## config.mk

```make
export PLATFORM = sky130hd
export DESIGN_NAME = tap_delay_line_flat
export DESIGN_NICKNAME = d
export VERILOG_FILES = /design/src/rtl/tap_delay_line_if.sv /design/src/rtl/tap_delay_line.sv /design/src/flat_wrapper.sv
export SDC_FILE = /design/constraint.sdc
export NUM_CORES = 1
export LEC_CHECK = 0
export ABC_AREA = 1
export CORE_UTILIZATION = 30
export CTS_CLUSTER_SIZE = 30
export DETAILED_ROUTE_END_ITERATION = 8
export GPL_TIMING_DRIVEN = 0
export HOLD_SLACK_MARGIN = 0.12
export SLEW_MARGIN = 25
export SYNTH_ARGS = -nofsm -noshare
export SYNTH_HDL_FRONTEND = slang
export SYNTH_SLANG_ARGS = --single-unit
```

## constraint.sdc

```tcl
create_clock -name clk -period 7.9 [get_ports clk]
set_input_delay 2.37 -clock clk [delete_from_list [all_inputs] [get_ports clk]]
set_output_delay 2.37 -clock clk [all_outputs]
set_load 0.005 [all_outputs]
```

## src/rtl/tap_delay_line_if.sv

```systemverilog
// Bus bundle for tap_delay_line: shift/clear controls in, parallel taps and
// the selected delayed sample out. Clock and reset stay plain module ports.
interface tap_delay_line_if #(
  parameter int N  = 8,
  parameter int W  = 16,
  parameter int CH = 1
);
  localparam int SW = ($clog2(N) > 1) ? $clog2(N) : 1;
  localparam int FW = $clog2(N + 1);

  logic                  clr;
  logic                  in_valid;
  logic [CH*W-1:0]       in_data;
  logic [SW-1:0]         sel;
  logic [CH*N*W-1:0]     taps;
  logic [CH*W-1:0]       out_data;
  logic                  out_valid;
  logic [FW-1:0]         fill;
  logic                  full;

  modport master (
    output clr, in_valid, in_data, sel,
    input  taps, out_data, out_valid, fill, full
  );

  modport slave (
    input  clr, in_valid, in_data, sel,
    output taps, out_data, out_valid, fill, full
  );
endinterface

```

## src/rtl/tap_delay_line.sv

```systemverilog
// Multi-channel N-deep tap delay line: parallel tap bus for the MAC stage plus a
// registered, clamped tap select whose valid flag waits until the tap is filled.
module tap_delay_line #(
  parameter int N   = 8,
  parameter int W   = 16,
  parameter int CH  = 1,
  parameter int DIR = 0
) (
  input  logic             clk,
  input  logic             rst,
  tap_delay_line_if.slave  bus
);
  localparam int SW = ($clog2(N) > 1) ? $clog2(N) : 1;
  localparam int FW = $clog2(N + 1);
  localparam logic [SW-1:0] SEL_MAX  = SW'(N - 1);
  localparam logic [FW-1:0] FILL_MAX = FW'(N);

  // taps_q[c][k]: channel c, tap k (k = 0 is the newest sample)
  logic [CH-1:0][N-1:0][W-1:0] taps_q, taps_d;
  logic [CH*W-1:0]             out_data_q, out_data_d;
  logic                        out_valid_q, out_valid_d;
  logic [FW-1:0]               fill_q, fill_d;
  logic [SW-1:0]               sel_eff;

  // Out-of-range selects land on the oldest tap instead of indexing past the array.
  always_comb begin
    sel_eff = (bus.sel > SEL_MAX) ? SEL_MAX : bus.sel;
  end

  // NOTE: every signal gets a default at the top of always_comb, so no path can leave one unassigned and infer a latch.
  always_comb begin
    taps_d      = taps_q;
    out_data_d  = out_data_q;
    fill_d      = fill_q;
    out_valid_d = 1'b0;

    if (bus.clr) begin
      taps_d     = '0;
      out_data_d = '0;
      fill_d     = '0;
    end else if (bus.in_valid) begin
      for (int c = 0; c < CH; c++) begin
        taps_d[c][0] = bus.in_data[c*W +: W];
        for (int k = 1; k < N; k++) begin
          taps_d[c][k] = taps_q[c][k-1];
        end
      end
      fill_d = (fill_q == FILL_MAX) ? fill_q : fill_q + FW'(1);
      for (int c = 0; c < CH; c++) begin
        out_data_d[c*W +: W] = taps_d[c][sel_eff];
      end
      // A tap holds real data only once more samples have arrived than its delay.
      out_valid_d = (32'(fill_d) > 32'(sel_eff));
    end
  end

  // NOTE: the tap array is reset like ordinary state because the MAC stage reads it directly and must see zeros, not X.
  // NOTE: sequential state uses non-blocking assignments so every register samples pre-edge values.
  always_ff @(posedge clk or posedge rst) begin
    if (rst) begin
      taps_q      <= '0;
      out_data_q  <= '0;
      out_valid_q <= 1'b0;
      fill_q      <= '0;
    end else begin
      taps_q      <= taps_d;
      out_data_q  <= out_data_d;
      out_valid_q <= out_valid_d;
      fill_q      <= fill_d;
    end
  end

  // DIR only reorders words on the bus; storage is always tap-indexed.
  for (genvar c = 0; c < CH; c++) begin : g_ch
    for (genvar k = 0; k < N; k++) begin : g_tap
      localparam int J = (DIR != 0) ? (N - 1 - k) : k;
      assign bus.taps[(c*N + J)*W +: W] = taps_q[c][k];
    end
  end

  assign bus.out_data  = out_data_q;
  assign bus.out_valid = out_valid_q;
  assign bus.fill      = fill_q;
  assign bus.full      = (fill_q == FILL_MAX);
endmodule

```

## src/flat_wrapper.sv

```systemverilog
// flat-port wrapper written by rule: the top's interface ports become plain ports
module tap_delay_line_flat 
#(
  parameter int N   = 8,
  parameter int W   = 16,
  parameter int CH  = 1,
  parameter int DIR = 0
)
  (clk, rst, bus_clr, bus_in_valid, bus_in_data, bus_sel, bus_taps, bus_out_data, bus_out_valid, bus_fill, bus_full);
  tap_delay_line_if #(.N(N), .W(W), .CH(CH)) bus_i ();
  input  logic clk;
  input  logic rst;
  input wire logic [$bits(bus_i.clr)-1:0] bus_clr;
  input wire logic [$bits(bus_i.in_valid)-1:0] bus_in_valid;
  input wire logic [$bits(bus_i.in_data)-1:0] bus_in_data;
  input wire logic [$bits(bus_i.sel)-1:0] bus_sel;
  output wire logic [$bits(bus_i.taps)-1:0] bus_taps;
  output wire logic [$bits(bus_i.out_data)-1:0] bus_out_data;
  output wire logic [$bits(bus_i.out_valid)-1:0] bus_out_valid;
  output wire logic [$bits(bus_i.fill)-1:0] bus_fill;
  output wire logic [$bits(bus_i.full)-1:0] bus_full;
  assign bus_i.clr = bus_clr;
  assign bus_i.in_valid = bus_in_valid;
  assign bus_i.in_data = bus_in_data;
  assign bus_i.sel = bus_sel;
  assign bus_taps = bus_i.taps;
  assign bus_out_data = bus_i.out_data;
  assign bus_out_valid = bus_i.out_valid;
  assign bus_fill = bus_i.fill;
  assign bus_full = bus_i.full;
  tap_delay_line #(.N(N), .W(W), .CH(CH), .DIR(DIR)) u_core (.clk(clk), .rst(rst), .bus(bus_i));
endmodule
```

==> results.cfg <==
[run_status]
status = finished clean

[synthesis]
syn-num-nets = 848
yosysUniqueCellTypes = 20
synth_warnings = 0
syn_area_per_cell_um2 = 8.67
netlist_area_um2 = 7110
synth-seq-cells = 149
seq_area_frac_synth_pct = 52.4
netlist_instances = 820

[floorplanning]
die-area_um2 = 24300
coreArea_um2 = 22900
rows = 55
io_pins = 173
chipWidth_um = 156
initial_core_util_pct = 31.0
die_h_um = 156

[critical_path]
arrival_ps = 1820
crit_fanout = 4
cp-end-kind = primary output
crit_required_ps = 5530
r2r_setup_slack_ps = 6190
worstSetupStartpointType = register
criticalPathCategory = reg2out

[power_and_ir_drop]
p_per_area_nw_per_um2 = 184
vdd_drop_max_uv = 121
p_leak_nw = 4.12

[sta]
fin_ws_ps = 3710
worst_hold_slack_ps = 478
rsz0062_at_grt = no
slew_headroom_pct = 55.5
fin_crit_sh_pct = 53.1
layout_min_cycle_time_ps = 4190
finalSetupViolCount = 0
finalClockSkew_ps = 6.28
worst_pin_slew_ps = 667
maxSlewViolCount = 0
hold_viol = 0
clock.fmax_mhz = 238

[placement]
portBuffers = 170
postPlaceCellArea_um2 = 9240
gp_congestion = 0.860
hpwl_um = 18700
dp_slack_ps = 3620

[clocking]
hold_buffers = 0
cts_tree = yes
cts_buffers = 17
clk_pin_slew_worst_paths_ps = 60
clock_latency_ps = 420
h-tree-depth = 4
clkSinkCount = 149
cts_resized = 0
cts_root_buffer = clkbuf_16
cts_setup_buffers = 0
clk_path_buf_depth = 2

[layout]
stdcell_area_um2 = 9830
most-common-layout-cells = 261 x nand2_1, 170 x clkdlybuf4s50_1, 149 x dfrtp_1, 121 x inv_1, 83 x nand3_1
nNetsFinal = 1038
final_layout_size_suffix_gt1_share_pct = 12.1
num-fill-cells = 2291
layout_commonest_cell = nand2_1
antennaDiodeCount = 0
area_delta_synth_final_pct = 38.2
final_core_util_pct = 42.9

[route]
vias_per_cell = 4.63
drc = 0
firstDrtPassIters = 5
vias = 6176
ant_nets = 0
drt_iter0_drc = 405
drt-total-wl_um = 24300
wl_per_cell_um = 18.2

[job]
maxCapViolations = 0

[worst_hold_path]
hp-class = reg2reg

[global_route]
grt_pass1_wl_um = 36900
antenna_found_initial = 0
grt_pass1_vias = 6157
grt_use_total_pct = 20.5
grt_overflow_total = 0
grt_max_degree = 83
cell usage after synthesis:
cell type / number / area share [%]
xor2_1: 2 / 0.25
o21ai_1: 2 / 0.14
o22ai_1: 48 / 4.2
inv_2: 4 / 0.21
nand3_1: 83 / 5.8
ha_1: 5 / 0.88
nor2_1: 4 / 0.21
buf_1: 2 / 0.11
a21oi_1: 1 / 0.070
clkbuf_1: 14 / 0.74
clkinv_1: 1 / 0.053
buf_2: 27 / 1.9
nand2_1: 261 / 14
dfrtp_1: 149 / 52
inv_1: 122 / 6.4
o21ai_0: 33 / 2.3
o22ai_2: 50 / 8.8
buf_4: 5 / 0.53
buf_6: 5 / 0.79
nor2_4: 2 / 0.32
registers in the layout (all words and copies together), names as in the netlist:
register,count
u_core.bus.fill,4
u_core.bus.out_valid,1
u_core.bus.taps,128
u_core.bus.out_data,16
path summary, 6_finish.rpt:
| kind | endpoint | depth (start not counted) | startpoint |
|---|---|---|---|
| min in group asynchronous | u_core.bus.taps[56] | 2 | rst |
| max reg2reg | u_core.bus.out_valid | 10 | u_core.bus.fill[0] |
| min | u_core.bus.out_data[3] | 2 | u_core.bus.out_data[3] |
| min reg2reg | u_core.bus.out_data[3] | 2 | u_core.bus.out_data[3] |
| max | bus_full | 5 | u_core.bus.fill[0] |
| max in group asynchronous | u_core.bus.taps[83] | 3 | rst |
stage by stage:
| stage | TNS [ps] | total power, mW | std cells |
|---|---|---|---|
| 2_1_floorplan | 0 | 0.911 | 820 |
| 3_3_place_gp | -113700 | 1.00 | 1303 |
| 3_5_place_dp | 0 | 1.01 | 1304 |
| 4_1_cts | 0 | 1.82 | 1334 |
| 5_1_grt | 0 | 1.88 | 1334 |
| 6_report | 0 | 1.81 | 1334 |
critical path: stages (launching register included):
cell and delay, ps:
dfrtp_1 410, inv_1 130, ha_1 150, nand3_1 130, inv_1 80, clkdlybuf4s50_1 490
kinds of logic after synthesis:
kind of cell    count (synthesis)  synth area share [%]
simple gates                  350                  20.1
xor+xnor                        2                 0.246
fa+ha+maj                       5                 0.880
flops                         149                  52.4
buf+inv                       180                  10.8
compound gates                134                  15.5
power breakdown:
group | leakage [nW] | internal [mW] | switching (mW) | total [mW]
clock | 0.291 | 0.507 | 0.311 | 0.818
sequential | 2.06 | 0.779 | 0.0138 | 0.793
combinational | 1.77 | 0.0764 | 0.123 | 0.199
layout make-up:
type | count | area, um^2 | area share (%)
Sequential cell | 149 | 3730 | 37.9
Clock buffer | 20 | 457 | 4.65
Tap cell | 313 | 392 | 3.98
Buffer | 53 | 289 | 2.94
Multi-Input combinational cell | 491 | 2620 | 26.6
Inverter | 127 | 484 | 4.93
Timing Repair Buffer | 171 | 1730 | 17.6
Clock inverter | 10 | 131 | 1.34
routing by layer:
layer	GRT usage, %	share of wire [%]	wire length, um
met5	0	0	0
met3	4.67	5.2	1270
met4	6.44	1.9	457
met1	26.5	45	10900
met2	33.8	48	11700
Note: power is estimated with default switching activity, not from simulation.
